[config.mk]
export PLATFORM = sky130hd
export DESIGN_NAME = falling_piece_controller
export DESIGN_NICKNAME = d
export VERILOG_FILES = /design/src/rtl/falling_piece_controller.sv
export SDC_FILE = /design/constraint.sdc
export NUM_CORES = 1
export LEC_CHECK = 0
export CAP_MARGIN = 5
export CORE_MARGIN = 4
export CORE_UTILIZATION = 45
export CTS_CLUSTER_DIAMETER = 80
export DETAILED_ROUTE_END_ITERATION = 6
export GPL_ROUTABILITY_DRIVEN = 0
export PLACE_DENSITY = 0.74
export SLEW_MARGIN = 10
export SYNTH_ARGS = -nofsm -noshare
export SYNTH_HDL_FRONTEND = slang
export SYNTH_SLANG_ARGS = --single-unit
[constraint.sdc]
create_clock -name i_clk -period 4.81 [get_ports i_clk]
set_clock_uncertainty 0.15 [all_clocks]
set_input_delay 1.443 -clock i_clk [delete_from_list [all_inputs] [get_ports i_clk]]
set_output_delay 1.443 -clock i_clk [all_outputs]
set_load 0.02 [all_outputs]
[src/rtl/falling_piece_controller.sv]
// Falling-tetromino sequencer: origin/orientation/type registers, action arbitration, gravity, lock delay.
// Define LOCK_RESET_LIMIT_EN to cap the number of lock-timer resets per piece at LOCK_RESETS.
module falling_piece_controller #(
  parameter int GRAVITY_TICKS = 25_000_000,
  parameter int LOCK_TICKS = 12_500_000,
`ifdef LOCK_RESET_LIMIT_EN
  parameter int LOCK_RESETS = 15,
`endif
  parameter logic [4:0] SPAWN_ROW = 5'd0,
  parameter logic [4:0] SPAWN_COL = 5'd4
) (
  input  logic       i_clk,
  input  logic       i_rst_l,
  input  logic       i_spawn_valid,
  input  logic [2:0] i_spawn_type,
  output logic       o_spawn_ready,
  input  logic       i_rotate_R,
  input  logic       i_rotate_L,
  input  logic       i_move_R,
  input  logic       i_move_L,
  input  logic       i_soft_drop,
  input  logic       i_hard_drop,
  input  logic       i_rotate_R_valid,
  input  logic       i_rotate_L_valid,
  input  logic       i_move_R_valid,
  input  logic       i_move_L_valid,
  input  logic       i_soft_drop_valid,
  input  logic [4:0] i_rotate_R_row_kick,
  input  logic [4:0] i_rotate_R_col_kick,
  input  logic [4:0] i_rotate_L_row_kick,
  input  logic [4:0] i_rotate_L_col_kick,
  input  logic [4:0] i_hard_drop_row,
  output logic [4:0] o_falling_row,
  output logic [4:0] o_falling_col,
  output logic [1:0] o_falling_orientation,
  output logic [2:0] o_falling_type,
  output logic       o_falling_active,
  output logic [4:0] o_cand_rotate_R_row,
  output logic [4:0] o_cand_rotate_R_col,
  output logic [1:0] o_cand_rotate_R_orientation,
  output logic [4:0] o_cand_rotate_L_row,
  output logic [4:0] o_cand_rotate_L_col,
  output logic [1:0] o_cand_rotate_L_orientation,
  output logic [4:0] o_cand_move_R_row,
  output logic [4:0] o_cand_move_R_col,
  output logic [1:0] o_cand_move_R_orientation,
  output logic [4:0] o_cand_move_L_row,
  output logic [4:0] o_cand_move_L_col,
  output logic [1:0] o_cand_move_L_orientation,
  output logic [4:0] o_cand_soft_drop_row,
  output logic [4:0] o_cand_soft_drop_col,
  output logic [1:0] o_cand_soft_drop_orientation,
  output logic       o_lock_req,
  input  logic       i_lock_ack
);

  localparam int GW = (GRAVITY_TICKS > 1) ? $clog2(GRAVITY_TICKS) : 1;
  localparam int LW = (LOCK_TICKS > 1) ? $clog2(LOCK_TICKS) : 1;
  localparam logic [GW-1:0] GRAV_MAX = GW'(GRAVITY_TICKS - 1);
  localparam logic [LW-1:0] LOCK_MAX = LW'(LOCK_TICKS - 1);
  localparam logic [2:0] TYPE_BLANK = 3'd0;
  localparam logic [1:0] ORIENT_0 = 2'd0;

  typedef enum logic [1:0] {ST_IDLE, ST_FALLING, ST_LOCKING, ST_LOCK_OUT} state_t;

  state_t          r_state, w_state_next;
  logic [4:0]      r_row, w_row_next;
  logic [4:0]      r_col, w_col_next;
  logic [1:0]      r_ori, w_ori_next;
  logic [2:0]      r_type, w_type_next;
  logic [GW-1:0]   r_grav, w_grav_next;
  logic [LW-1:0]   r_lock, w_lock_next;
`ifdef LOCK_RESET_LIMIT_EN
  logic [3:0]      r_resets, w_resets_next;
`endif

  logic            w_mv_ok;
  logic [4:0]      w_mv_row;
  logic [4:0]      w_mv_col;
  logic [1:0]      w_mv_ori;
  logic            w_any_act;
  logic            w_sd_selected;
  logic            w_grav_exp;

  assign o_cand_rotate_R_row         = r_row;
  assign o_cand_rotate_R_col         = r_col;
  assign o_cand_rotate_R_orientation = r_ori + 2'd1;
  assign o_cand_rotate_L_row         = r_row;
  assign o_cand_rotate_L_col         = r_col;
  assign o_cand_rotate_L_orientation = r_ori - 2'd1;
  assign o_cand_move_R_row           = r_row;
  assign o_cand_move_R_col           = r_col + 5'd1;
  assign o_cand_move_R_orientation   = r_ori;
  assign o_cand_move_L_row           = r_row;
  assign o_cand_move_L_col           = r_col - 5'd1;
  assign o_cand_move_L_orientation   = r_ori;
  assign o_cand_soft_drop_row        = r_row + 5'd1;
  assign o_cand_soft_drop_col        = r_col;
  assign o_cand_soft_drop_orientation = r_ori;

  assign o_falling_row         = r_row;
  assign o_falling_col         = r_col;
  assign o_falling_orientation = r_ori;
  assign o_falling_type        = r_type;

  assign w_any_act = i_hard_drop | i_rotate_R | i_rotate_L | i_move_R | i_move_L | i_soft_drop;
  assign w_sd_selected = i_soft_drop & ~(i_hard_drop | i_rotate_R | i_rotate_L | i_move_R | i_move_L);
  assign w_grav_exp = (r_grav == GRAV_MAX);

  // Winning move/rotation (hard_drop masks all of them); only the winner's valid is consulted.
  always_comb begin
    w_mv_ok  = 1'b0;
    w_mv_row = r_row;
    w_mv_col = r_col;
    w_mv_ori = r_ori;
    if (i_hard_drop) begin
      w_mv_ok = 1'b0;
    end else if (i_rotate_R) begin
      if (i_rotate_R_valid) begin
        w_mv_ok  = 1'b1;
        w_mv_row = i_rotate_R_row_kick;
        w_mv_col = i_rotate_R_col_kick;
        w_mv_ori = o_cand_rotate_R_orientation;
      end
    end else if (i_rotate_L) begin
      if (i_rotate_L_valid) begin
        w_mv_ok  = 1'b1;
        w_mv_row = i_rotate_L_row_kick;
        w_mv_col = i_rotate_L_col_kick;
        w_mv_ori = o_cand_rotate_L_orientation;
      end
    end else if (i_move_R) begin
      if (i_move_R_valid) begin
        w_mv_ok  = 1'b1;
        w_mv_col = o_cand_move_R_col;
      end
    end else if (i_move_L) begin
      if (i_move_L_valid) begin
        w_mv_ok  = 1'b1;
        w_mv_col = o_cand_move_L_col;
      end
    end
  end

  always_ff @(posedge i_clk or negedge i_rst_l) begin
    if (!i_rst_l) begin
      r_state  <= ST_IDLE;
      r_row    <= SPAWN_ROW;
      r_col    <= SPAWN_COL;
      r_ori    <= ORIENT_0;
      r_type   <= TYPE_BLANK;
      r_grav   <= '0;
      r_lock   <= '0;
`ifdef LOCK_RESET_LIMIT_EN
      r_resets <= '0;
`endif
    end else begin
      r_state  <= w_state_next;
      r_row    <= w_row_next;
      r_col    <= w_col_next;
      r_ori    <= w_ori_next;
      r_type   <= w_type_next;
      r_grav   <= w_grav_next;
      r_lock   <= w_lock_next;
`ifdef LOCK_RESET_LIMIT_EN
      r_resets <= w_resets_next;
`endif
    end
  end

  always_comb begin
    w_state_next  = r_state;
    w_row_next    = r_row;
    w_col_next    = r_col;
    w_ori_next    = r_ori;
    w_type_next   = r_type;
    w_grav_next   = r_grav;
    w_lock_next   = r_lock;
`ifdef LOCK_RESET_LIMIT_EN
    w_resets_next = r_resets;
`endif
    case (r_state)
      ST_IDLE: begin
        if (i_spawn_valid) begin
          w_type_next   = i_spawn_type;
          w_row_next    = SPAWN_ROW;
          w_col_next    = SPAWN_COL;
          w_ori_next    = ORIENT_0;
          w_grav_next   = '0;
          w_lock_next   = '0;
`ifdef LOCK_RESET_LIMIT_EN
          w_resets_next = '0;
`endif
          w_state_next  = ST_FALLING;
        end
      end
      ST_FALLING: begin
        if (i_hard_drop) begin
          w_row_next   = i_hard_drop_row;
          w_state_next = ST_LOCK_OUT;
        end else if (w_sd_selected || (!w_any_act && w_grav_exp)) begin
          w_grav_next = '0;
          if (i_soft_drop_valid) begin
            w_row_next = o_cand_soft_drop_row;
          end else begin
            w_lock_next  = '0;
            w_state_next = ST_LOCKING;
          end
        end else begin
          w_row_next = w_mv_row;
          w_col_next = w_mv_col;
          w_ori_next = w_mv_ori;
          // A user action on the expiry cycle parks the counter so gravity fires next cycle.
          w_grav_next = w_grav_exp ? r_grav : r_grav + GW'(1);
        end
      end
      ST_LOCKING: begin
        if (i_hard_drop) begin
          w_row_next   = i_hard_drop_row;
          w_state_next = ST_LOCK_OUT;
        end else if (w_mv_ok) begin
          w_row_next = w_mv_row;
          w_col_next = w_mv_col;
          w_ori_next = w_mv_ori;
`ifdef LOCK_RESET_LIMIT_EN
          if (r_resets < 4'(LOCK_RESETS)) begin
            w_lock_next   = '0;
            w_resets_next = r_resets + 4'd1;
          end else if (r_lock == LOCK_MAX) begin
            w_state_next = ST_LOCK_OUT;
          end else begin
            w_lock_next = r_lock + LW'(1);
          end
`else
          w_lock_next = '0;
`endif
        end else if (i_soft_drop_valid) begin
          w_lock_next  = '0;
          w_state_next = ST_FALLING;
        end else if (r_lock == LOCK_MAX) begin
          w_state_next = ST_LOCK_OUT;
        end else begin
          w_lock_next = r_lock + LW'(1);
        end
      end
      ST_LOCK_OUT: begin
        if (i_lock_ack) begin
          w_state_next = ST_IDLE;
        end
      end
      default: w_state_next = ST_IDLE;
    endcase
  end

  always_comb begin
    o_spawn_ready    = 1'b0;
    o_falling_active = 1'b0;
    o_lock_req       = 1'b0;
    case (r_state)
      ST_IDLE:     o_spawn_ready = 1'b1;
      ST_FALLING:  o_falling_active = 1'b1;
      ST_LOCKING:  o_falling_active = 1'b1;
      ST_LOCK_OUT: o_lock_req = 1'b1;
      default:     o_spawn_ready = 1'b0;
    endcase
  end

endmodule

# After elaboration in Yosys (flattened, before gate mapping)
# Index checks and enable logic that the tools add are counted.
classes:
  addsub: 7
  n_eq_ne: 21
  n_mux: 71
  bitwise: 7
  reduce_logical: 13
ops:
  columns: ["op", "n"]
  rows:
  - ["two-way mux 24 bit", 8]
  - ["two-way mux 5 bit", 23]
  - ["two-way mux 25 bit", 4]
  - ["case mux 24 bit (3 select lines)", 1]
  - ["case mux 25 bit (2 select lines)", 1]
  - ["two-way mux 2 bit", 18]
  - ["case mux 5 bit (3 select lines)", 2]
  - ["adder 25 x 1 -> 25 bit (second input constant)", 1]
  - ["== test 25 bit (second input constant)", 1]
  - ["adder 24 x 1 -> 24 bit (second input constant)", 1]
  - ["== test 24 bit (second input constant)", 1]
  - ["inequality test 2 bit (second input constant)", 8]
  - ["inequality test 3 bit (second input constant)", 5]
  - ["two-way mux 1 bit", 12]
  - ["inequality test 4 bit (second input constant)", 3]
  - ["AND reduction 6 bit", 2]
  - ["adder 5 x 1 -> 5 bit (second input constant)", 2]
  - ["case mux 2 bit (4 select lines)", 1]
  - ["AND reduction 4 bit", 2]
  - ["AND reduction 7 bit", 1]
  - ["case mux 2 bit (3 select lines)", 1]
  - ["OR 1 bit", 5]
  - ["subtractor 5 x 1 -> 5 bit (second input constant)", 1]
  - ["== test 2 bit (second input constant)", 2]
  - ["13 further kinds", 13]
word_totals:
  register_bits: 66
  inputBits: 43
  output_inout_bits: 78
  word_cells: 126

# Depth between registers and ports, before layout
# Gate-level depths: netlist of run 1.
depth:
  ltp_word: 11
  ltp_mapped: 10
  ltp_nobuf: 8

# Worst setup path before layout of run 1
# No wires, ideal clock.
synth_path:
  path_kind: "input to register"
  from: "input port i_move_R"
  to: "register r_col[3] (netlist: o_cand_rotate_L_col[3])"
  setup_ns: 0.128
  arrival_time_ns: 3.083
  required_time_ns: 4.532
  setup_slack_ns: 1.450
  path_stages: 7
  path_buffers: 1
  cell_sequence: "buf_6 -> nand3b_1 -> a311o_1 -> o21ai_1 -> o311ai_4 -> a31o_4 -> mux2_1"
synth_via:
  elab_chain_cells: 8
  word_cells_on_any_way: 23
  cone_classes: "2 x eq/ne; 12 x mux; 5 x bitwise; 4 x reduce/logical"
synth_rtl:
  columns: ["element", "line_no", "source"]
  rows:
  - ["start: declaration", "19", "input logic i_move_R,"]
  - ["OR 1 bit (2 in a row)", "106, 107", null]
  - ["OR 1 bit", "106", "assign w_any_act = i_hard_drop | i_rotate_R | i_rotate_L | i_move_R | i_move_L | i_soft_drop;"]
  - ["zero test 1 bit", "201", "end else if (w_sd_selected || (!w_any_act && w_grav_exp)) begin"]
  - ["logical AND 1 bit", "201", null]
  - ["logical OR 1 bit", "201", null]
  - ["inequality test 2 bit (no source line)", null, null]
  - ["AND reduction 6 bit (no source line)", null, null]
  - ["end signal: assignment", "160", "r_col <= w_col_next;"]
  - ["end: declaration", "68", "logic [4:0] r_col, w_col_next;"]
# Parallel ways exist; a longest one is shown, timed or not. The select of a mux whose other input is x is not followed.
# A chain may end at the register's enable or synchronous reset.

# Worst setup path in the final report of run 1
layout_path:
  from: "register r_col[0] (netlist: o_cand_rotate_L_col[0])"
  to: "output port o_cand_move_L_col[4]"
layout_via:
  elab_chain_cells: 1
layout_rtl:
  columns: ["element", "line_no", "source"]
  rows:
  - ["subtractor 5 x 1 -> 5 bit", "95", "assign o_cand_move_L_col = r_col - 5'd1;"]
  - ["end: declaration", "48", "output logic [4:0] o_cand_move_L_col,"]
# Every way passes these cells.

==> results of run 1 <==
## cell families (layout without fill, tap and decap cells)
| kind of cell | Yosys count | in the layout | synth area share, % |
|---|---|---|---|
| buf+inv | 90 | 165 | 10.6 |
| mux | 19 | 19 | 3.99 |
| xor+xnor | 15 | 15 | 2.63 |
| fa+ha+maj | 9 | 9 | 2.26 |
| flops | 66 | 66 | 33.1 |
| compound gates | 167 | 167 | 23.5 |
| simple gates | 215 | 215 | 23.9 |
## sequential cells by signal, indices dropped and copies added (netlist names)
name	flops
r_lock	24
o_cand_move_L_orientation	2
o_cand_move_L_row	5
r_grav	25
o_falling_type	3
o_cand_rotate_L_col	5
r_state	2
## power breakdown
group / switching, mW / internal (mW) / leakage (nW)
sequential: 0.149 / 0.640 / 0.894
combinational: 1.20 / 0.954 / 1.49
clock: 0.222 / 0.268 / 0.107
## placed cells by master, fill, tap and decap left out, types with 9 or more instances in the layout
master           count
clkdlybuf4s50_1    119
dfrtp_1             65
nand2_1             49
nor2_1              46
o21ai_0             39
nand3_1             25
a21oi_1             24
inv_1               19
nand4_1             18
a31oi_1             14
o31ai_1             14
mux2i_1             12
o211ai_1            11
clkbuf_8            11
nor3_1              10
and3_1              10
ha_1                 9
## per-layer routing
metal  track usage (%)  vias to the layer above
li1                  -                     2262
met1              27.5                     2279
met2              35.9                      170
met3              3.58                       16
met4              6.33                        0
met5                 0                        -
## worst max-delay path by stage
stage | slack [ps] | end | start | depth (start not counted)
after floorplan | 1450 | o_cand_rotate_L_col[3] | i_move_R | 7
after global placement | 760 | r_grav[6] | i_rotate_L | 6
after detailed placement | 690 | o_cand_rotate_L_col[4] | i_move_R | 7
after CTS | 920 | o_cand_move_L_col[4] | o_cand_rotate_L_col[0] | 5
after global routing | 810 | o_cand_move_L_col[4] | o_cand_rotate_L_col[0] | 5
final | 900 | o_cand_move_L_col[4] | o_cand_rotate_L_col[0] | 5
## final cells by class
cell class	instances	area, µm²	share of cell area, %
clock buffers	12	155	2.51
inverters	21	78.8	1.28
well taps	140	175	2.84
flip-flops and latches	66	1650	26.8
repair buffers	128	1260	20.3
clock inverters	4	48.8	0.790
multi-input cells	425	2810	45.5
## metrics by stage
step | std cells | hold WS (ps)
floorplan | 581 | 288
global placement | 780 | 307
detailed placement | 780 | 314
CTS | 796 | 330
global route | 796 | 344
finish | 796 | 334
## worst register-to-register path: stages, from the launching register on
cell and delay [ps]:
dfrtp_1 430, inv_1 120, ha_1 300, nor2b_1 490
nor4_2 110, a31oi_1 190, a21boi_4 580, nand2b_4 400
o311ai_1 130
==> metrics.md, run 1 <==
| Metric | Value |
|---|---|
| Outcome | `complete, no violations` |
| Data arrival, critical path | `about 2300 ps` |
| Resized cells post-CTS | `0` |
| Post-layout util | `57.0%` |
| Maximum vdd ir drop | `0.348 mV` |
| Final #Nets | `703` |
| Worst path max stage delay | `650 ps` |
| CTS root buf | `clkbuf_8` |
| Hold path start | `r_lock[23]` |
| Via density | `around 6` |
| Cts-stage hold buffer count | `0` |
| Routed wire per std cell | `around 17 µm` |
| Die width | `between 100 and 150 µm` |
| CP startpoint kind | `flip-flop` |
| Critical path cell sequence | `inv_1 > ha_1 > nor3b_1 > xor2_1 > clkdlybuf4s50_1` |
| DP Worst Slack | `approximately 700 ps` |
| Routed via count | `approximately 4700` |
| Worst path top cell family by delay | `buffers and inverters` |
| CP endpoint kind | `primary output` |
| Grt ovf | `0` |
| Total CTS buffers | `9` |
| Overall routed net length | `between 10 and 15 mm` |
| MaxCap Viol Count | `0` |
| Initial antenna violation count | `0` |
| Initial Util | `around 46%` |
| Routed met2 length | `6.72 mm` |
| Largest area contributor in the netlist | `dfrtp_1` |
| Initial DRT Pass Iterations | `5` |
| Post-DP Area | `roughly 6000 µm²` |
| DRT antenna net count | `0` |
| Worst path slowest cell | `clkdlybuf4s50_1` |
| Fin worst setup slack | `~900 ps` |
| Fmax | `approximately 260 MHz` |
| Top cell type's share of synthesized area | `between 30% and 40%` |
| Critical path type | `reg -> out` |
| CTS tree | `done` |
| Worst-case headroom to the max-slew limit | `~45%` |
| Design Area, Final | `6170 µm²` |
| EDFF count, synth | `0` |
| Post-synth top flop | `dfrtp_1` |
| Top sig layer | `met4` |
| Post-Syn Instances | `roughly 580` |
| Largest net degree at the start of global routing | `41` |
| Reg2reg start | `r_state[0]` |
| FF-to-FF path depth | `8` |
| Synth unique cells | `just under 90` |
| Buf/Inv on CP | `2` |
| Commonest cells post-synth | `dfrtp_1, nand2_1, nor2_1` |
| Row cnt | `38` |
| Post-DP HPWL | `9.99 mm` |
| Iter 0 DRT Violations | `346` |
| Clock buffer depth | `2` |
| Total GRT Usage | `21.1%` |
| PwrDens | `between 500 and 600 nW/µm²` |
| # H-tree levels | `3` |
| Post-CTS Repair Setup Buffers | `0` |
| Post-Route M1 WL | `5.80 mm` |
| Worst slew pin tran | `827 ps` |
| Area growth syn-to-layout | `23.7%` |
| Top cells by area, synth | `dfrtp_1, buf_4, o21ai_0, nand2_1, nor2_1` |
| Final slew viol count | `0` |
| Synth Cell Area | `~5000 µm²` |
| FFs w/ async S/R, synth | `100%` |
| FF+latch count, synth | `66` |
| First-pass GRT wire length | `22.4 mm` |
| RSZ-0062 raised after global routing | `false` |
| Hold Path Class | `reg -> reg` |
| Hold endpoint | `r_lock[23]` |
| Setup_tns | `0 ps` |
| Critical Path RT | `3220 ps` |
| Worst-path clk slew | `around 70 ps` |
| Total Power | `3.44 mW` |
| Layout cells sized above 1 | `7.77%` |
| Syn Nets | `approximately 630` |
| Share of the yosys chip area belonging to registers | `approximately a third` |
| Met3 wire len | `approximately 800 µm` |
| Vias in the first global route | `~4600` |
| Max FO, Critical Path | `9` |
| Top-Level Pins | `around 120` |
| Final hold vios | `0` |
| Total Die Area | `roughly 13000 µm²` |
| Core area | `10800 µm²` |
| Number of diodes | `0` |
| Yosys warning total | `0` |
| Pleak | `2.50 nW` |
| Clk_lat worst skew | `340 ps` |
| DRC viols | `0` |
| Mean post-synth cell area | `8.59 µm²` |
| Most frequent cell after synthesis | `dfrtp_1` |
| Clock sink total | `66` |
| Port buffer count | `120` |
| Final setup vio count | `0` |
| FF-to-FF setup slack | `1770 ps` |
| Period utilization | `slightly above 80%` |
| Fin crit period | `around 3900 ps` |
| Fillcell total | `a little under 1000` |
| Hold depth | `1` |
| Reg-to-Reg End | `r_lock[5]` |
| DIE HEIGHT | `113 µm` |
No activity file was read; power rests on OpenSTA's default activity.
==> inputs of run 2 (changes only) <==
==> constraint.sdc (replaced) <==
create_clock -name i_clk -period 3.64 [get_ports i_clk]
set_clock_uncertainty 0.15 [all_clocks]
set_input_delay 1.092 -clock i_clk [delete_from_list [all_inputs] [get_ports i_clk]]
set_output_delay 1.092 -clock i_clk [all_outputs]
set_load 0.02 [all_outputs]
==> run 2 against run 1 <==
Against the previous run:
- clock-buffer cell count fell by 1
- hold slack improved by 2.3 ps
- via count increased by 1.8%
- power up 37%
- worst setup slack got worse by 640 ps
- sequential power rose by 32%
- core utilization grew 1.7 points
- final cell count rose by 2.5%
- largest power group unchanged
- critical path depth shrank 1
- sequential share of layout area shrank 0.77 points
- register-to-register slack worse by 820 ps
- design area up 3.0%
==> metrics.md, run 2 (same netlist as run 1, synthesis figures left out) <==
| Metric | Value |
|---|---|
| Largest net degree at the start of global routing | `39` |
| # H-tree levels | `3` |
| DRT antenna net count | `0` |
| DRC viols | `0` |
| Largest regs | `r_grav: 25 flops, r_lock: 24 flops` |
| Hold Path Class | `reg -> reg` |
| Design Area, Final | `between 6000 and 7000 µm²` |
| Worst-path clk slew | `approximately 70 ps` |
| FF-to-FF path depth | `8` |
| Met2 Resource Use GR | `37.1%` |
| Initial antenna violation count | `0` |
| Overall routed net length | `approximately 14 mm` |
| Critical path type | `reg -> out` |
| Maximum vdd ir drop | `roughly 0.45 mV` |
| CP endpoint kind | `primary output` |
| Initial Util | `a little under half` |
| Port buffer count | `120` |
| Row cnt | `38` |
| Grt met1 use | `28.2%` |
| Data arrival, critical path | `2140 ps` |
| Pleak | `about 2.6 nW` |
| Core area | `around 11000 µm²` |
| Hold path start | `r_lock[23]` |
| Final setup vio count | `0` |
| Clock buffer depth | `2` |
| First-pass GRT wire length | `~23 mm` |
| Via density | `5.90` |
| Worst-case headroom to the max-slew limit | `53.5%` |
| CTS root buf | `clkbuf_8` |
| CP startpoint kind | `flip-flop` |
| Fmax | `296 MHz` |
| Top-Level Pins | `between 100 and 150` |
| Reg2reg start | `r_state[1]` |
| Vias in the first global route | `4744` |
| Period utilization | `92.9%` |
| DIE HEIGHT | `around 110 µm` |
| Setup_tns | `0 ps` |
| Final hold vios | `0` |
| Clock sink total | `66` |
| Number of diodes | `0` |
| Grt ovf | `0` |
| Largest reg by FF count | `r_grav` |
| Initial DRT Pass Iterations | `5` |
| Most common cell after layout, fill and taps aside | `clkdlybuf4s50_1` |
| FF-to-FF setup slack | `about 950 ps` |
| Post-DP Area | `6150 µm²` |
| Met3 Track Usage GR | `about 3.7%` |
| Max reg flops | `25` |
| Final #Nets | `723` |
| Die width | `113 µm` |
| Routed via count | `4814` |
| Grt peak-use layer | `met2` |
| Critical Path RT | `2400 ps` |
| Iter 0 DRT Violations | `404` |
| Layout cells sized above 1 | `about a tenth` |
| Total CTS buffers | `9` |
| Clk_lat worst skew | `340 ps` |
| Fin crit period | `between 3000 and 4000 ps` |
| Crit path from | `o_cand_move_L_row[0]` |
| Max FO, Critical Path | `11` |
| Hold depth | `1` |
| Total Die Area | `~13000 µm²` |
| Post-DP HPWL | `between 10 and 15 mm` |
| Worst slew pin tran | `~700 ps` |
| MaxCap Viol Count | `0` |
| CTS tree | `done` |
| Reg-to-Reg End | `o_cand_move_L_orientation[1]` |
| Outcome | `complete, no violations` |
| Total GRT Usage | `a little over a fifth` |
| Final slew viol count | `0` |
| PwrDens | `roughly 740 nW/µm²` |
| Fillcell total | `~960` |
| Min Hold Slack | `~340 ps` |
| Hold endpoint | `r_lock[23]` |
| Routed wire per std cell | `about 17 µm` |
| Post-CTS Repair Setup Buffers | `0` |
| RSZ-0062 raised after global routing | `false` |
| Area growth syn-to-layout | `27.4%` |
| Commonest non-fill, non-tap cells in the layout | `clkdlybuf4s50_1, dfrtp_1, nand2_1, nor2_1, o21ai_0` |
[run 2: worst max-delay path, cell delays in order (launching register included)]
cell and delay, ps:
dfrtp_1 560, ha_1 240, nand3_1 100, xnor2_1 240
clkdlybuf4s50_1 660
[run 2: power breakdown]
part	internal, mW	total, mW	leakage [nW]	switching, mW
logic	1.37	3.00	1.62	1.62
registers	0.845	1.04	0.894	0.198
clock network	0.385	0.678	0.107	0.293
[run 2: routing by layer]
metal,up-vias,wire (µm)
met1,2299,5790
met3,21,879
li1,2301,-
met4,0,215
met5,-,0
met2,193,6820
[run 2: final cells by class]
cell class	instances	area, µm²	area share (%)
Multi-Input combinational cell	425	2810	44.2
Sequential cell	66	1650	26.0
Timing Repair Buffer	148	1430	22.6
Tap cell	140	175	2.75
Clock buffer	11	131	2.07
Clock inverter	5	78.8	1.24
Inverter	21	78.8	1.24
[run 2: repair_timing]
action,CTS,global route
gates resized for setup,0,1
hold buffers,0,0
setup endpoints to repair,0,1
[run 2: through the flow]
step | total power, mW | util [%] | setup WS [ps] | cells
2_1_floorplan | 2.95 | - | 631 | 581
5_1_grt | 5.01 | 58.7 | 124 | 816
3_5_place_dp | 4.04 | 56.7 | -16.6 | 800
4_1_cts | 4.73 | 58.6 | 55.6 | 816
3_3_place_gp | 3.99 | 56.7 | 47.9 | 800
6_report | 4.72 | 58.7 | 259 | 816
[run 2: how the worst max path moves through the flow]
stage                                   end  slack (ps)  cells past startpoint
floorplan            o_cand_rotate_L_col[3]         630                      7
detailed placement                r_lock[8]         -20                      8
finish              o_cand_soft_drop_row[4]         260                      4
CTS                    o_cand_move_L_col[4]          60                      5
global route        o_cand_soft_drop_row[4]         120                      4
global placement                  r_lock[5]          50                      8
==> inputs of run 3 (changes only) <==
--- a/config.mk
+++ b/config.mk
@@ -5,12 +5,12 @@
 export SDC_FILE = /design/constraint.sdc
 export NUM_CORES = 1
 export LEC_CHECK = 0
-export CAP_MARGIN = 5
 export CORE_MARGIN = 4
 export CORE_UTILIZATION = 45
 export CTS_CLUSTER_DIAMETER = 80
 export DETAILED_ROUTE_END_ITERATION = 6
 export GPL_ROUTABILITY_DRIVEN = 0
+export GPL_TIMING_DRIVEN = 0
 export PLACE_DENSITY = 0.74
 export SLEW_MARGIN = 10
 export SYNTH_ARGS = -nofsm -noshare
==> run 3 against run 2 <==
Against the previous run:
- routed wire length is 5.2% higher
- maximum frequency is 3.9% lower
- sequential share of layout area down 0.75 points
- first-iteration DRC count increased by 7.4%
- sequential cell count unchanged
- sequential power is essentially flat
- final cell count increased by 4.7%
- clock power down 13%
- via count increased by 3.2%
- critical path depth is 5 higher
- die area unchanged
- clock-buffer cell count did not move
- critical path type is now in -> reg
- critical endpoint is now r_lock[16]
==> metrics.md, run 3 (same netlist as run 1, synthesis figures left out) <==
| Metric | Value |
|---|---|
| FF-to-FF path depth | `8` |
| Fin crit period | `between 3000 and 4000 ps` |
| Placed insts | `~840` |
| Sw Ratio | `between 40% and 50%` |
| Switching power | `2.20 mW` |
| Hold path start | `r_lock[20]` |
| Pleak | `around 2.7 nW` |
| CTS root buf | `clkbuf_8` |
| Part of the power in registers | `a little over a fifth` |
| Largest regs | `r_grav: 25 flops, r_lock: 24 flops` |
| Post-CTS Repair Setup Buffers | `0` |
| Total Die Area | `about 13000 µm²` |
| Max reg flops | `25` |
| Most common cell after layout, fill and taps aside | `clkdlybuf4s50_1` |
| Worst-path clk slew | `~80 ps` |
| Total GRT Usage | `roughly 22%` |
| Area growth syn-to-layout | `31.2%` |
| RSZ-0062 raised after global routing | `false` |
| CP endpoint kind | `flip-flop` |
| Outcome | `complete, no violations` |
| MaxCap Viol Count | `0` |
| Layout cells sized above 1 | `a little over an eighth` |
| # H-tree levels | `3` |
| Hold endpoint | `r_lock[20]` |
| Reg-to-Reg End | `r_grav[22]` |
| Data arrival, critical path | `between 3000 and 4000 ps` |
| Post-DP HPWL | `around 11 mm` |
| Worst-case headroom to the max-slew limit | `between 40% and 50%` |
| Critical path type | `in -> reg` |
| Initial antenna violation count | `0` |
| Total CTS buffers | `9` |
| Clock sink total | `66` |
| Critical Path RT | `around 3700 ps` |
| Number of diodes | `0` |
| DRT antenna net count | `0` |
| Hold Path Class | `reg -> reg` |
| Final slew viol count | `0` |
| Comb pwr share | `approximately two thirds` |
| Row cnt | `38` |
| Grt ovf | `0` |
| PwrDens | `roughly 740 nW/µm²` |
| DRC viols | `0` |
| Max FO, Critical Path | `10` |
| Maximum vdd ir drop | `~0.46 mV` |
| CTS tree | `done` |
| Setup_tns | `0 ps` |
| Fin cells | `approximately 850` |
| Routed via count | `4968` |
| Fmax | `approximately 280 MHz` |
| DIE HEIGHT | `~110 µm` |
| Internal power | `between 2 and 3 mW` |
| Period utilization | `96.7%` |
| Reg2reg start | `r_state[1]` |
| Power share of the clock group | `approximately an eighth` |
| Initial DRT Pass Iterations | `5` |
| Largest reg by FF count | `r_grav` |
| First-pass GRT wire length | `~23 mm` |
| Top-Level Pins | `~120` |
| Worst slew pin tran | `roughly 840 ps` |
| Cts-stage hold buffer count | `0` |
| Routed wire per std cell | `around 17 µm` |
| Clock buffer depth | `2` |
| Vias in the first global route | `approximately 4700` |
| Largest net degree at the start of global routing | `49` |
| Initial Util | `46.0%` |
| Iter 0 DRT Violations | `about 430` |
| CP startpoint kind | `input port` |
| FF-to-FF setup slack | `about 650 ps` |
| Core area | `between 10000 and 15000 µm²` |
| Final setup vio count | `0` |
| Commonest non-fill, non-tap cells in the layout | `clkdlybuf4s50_1, dfrtp_1, nand2_1, nor2_1, buf_4` |
| Hold depth | `1` |
| Via density | `about 5.8` |
| Clk_lat worst skew | `approximately 350 ps` |
| Overall routed net length | `14.4 mm` |
| Final #Nets | `approximately 760` |
| Final hold vios | `0` |
| Port buffer count | `~120` |
| Die width | `around 110 µm` |
## run 3: worst max path at each step
stage	startpoint	end	slack, ps	depth (start not counted)
floorplan	i_move_R	o_cand_rotate_L_col[3]	630	7
global route	i_rotate_R	r_lock[16]	0.3	9
CTS	i_rotate_R	r_grav[4]	50	7
detailed placement	i_rotate_R	r_grav[4]	-270	7
global placement	i_rst_l	r_grav[1]	-920	1
finish	i_rotate_R	r_lock[16]	120	9
## run 3: timing repair
item,in CTS,in global routing
gates resized for setup,0,2
setup endpoints to repair,0,7
hold endpoints to repair,0,0
## run 3: worst max-delay path, cell delays in order
cell,delay [ps]
clkdlybuf4s50_1,530
buf_2,230
nor3b_1,80
a311o_1,380
o211ai_1,580
buf_2,350
nor2_1,80
o21ai_0,170
o41ai_1,100
## run 3: final cells by class
class | count | area [µm²]
well taps | 140 | 175
fillers | 964 | 4290
flip-flops and latches | 66 | 1650
clock buffers | 11 | 151
inverters | 21 | 78.8
clock inverters | 4 | 26.3
plain buffers | 69 | 450
repair buffers | 118 | 1200
multi-input cells | 425 | 2820
## run 3: power groups by stage
stage | Clock [mW] | Combinational (mW) | Sequential (mW)
after floorplan | 0 | 1.87 | 1.09
after global placement | 0 | 3.13 | 1.03
after detailed placement | 0 | 3.18 | 1.04
after CTS | 0.598 | 3.19 | 1.03
after global routing | 0.633 | 3.40 | 1.05
final | 0.589 | 3.20 | 1.03
## run 3: per-stage QoR
step                      hold slack [ps]  setup slack, ps  utilization (%)  instance area [µm²]  power [mW]
after floorplan                       288              631                -                 4990        2.95
after global placement                308             -919             58.4                 6340        4.16
after detailed placement              312             -268             58.7                 6360        4.22
after CTS                             327             53.1             60.3                 6540        4.81
after global routing                  371            0.307             60.4                 6550        5.08
final                                 322              120             60.4                 6550        4.82
## run 3: metal layers
layer	vias to the layer above	wire, µm	track usage, %
li1	2382	-	-
met1	2370	6240	28.9
met2	192	7060	38.0
met3	24	909	3.58
met4	0	201	6.81
met5	-	0	0
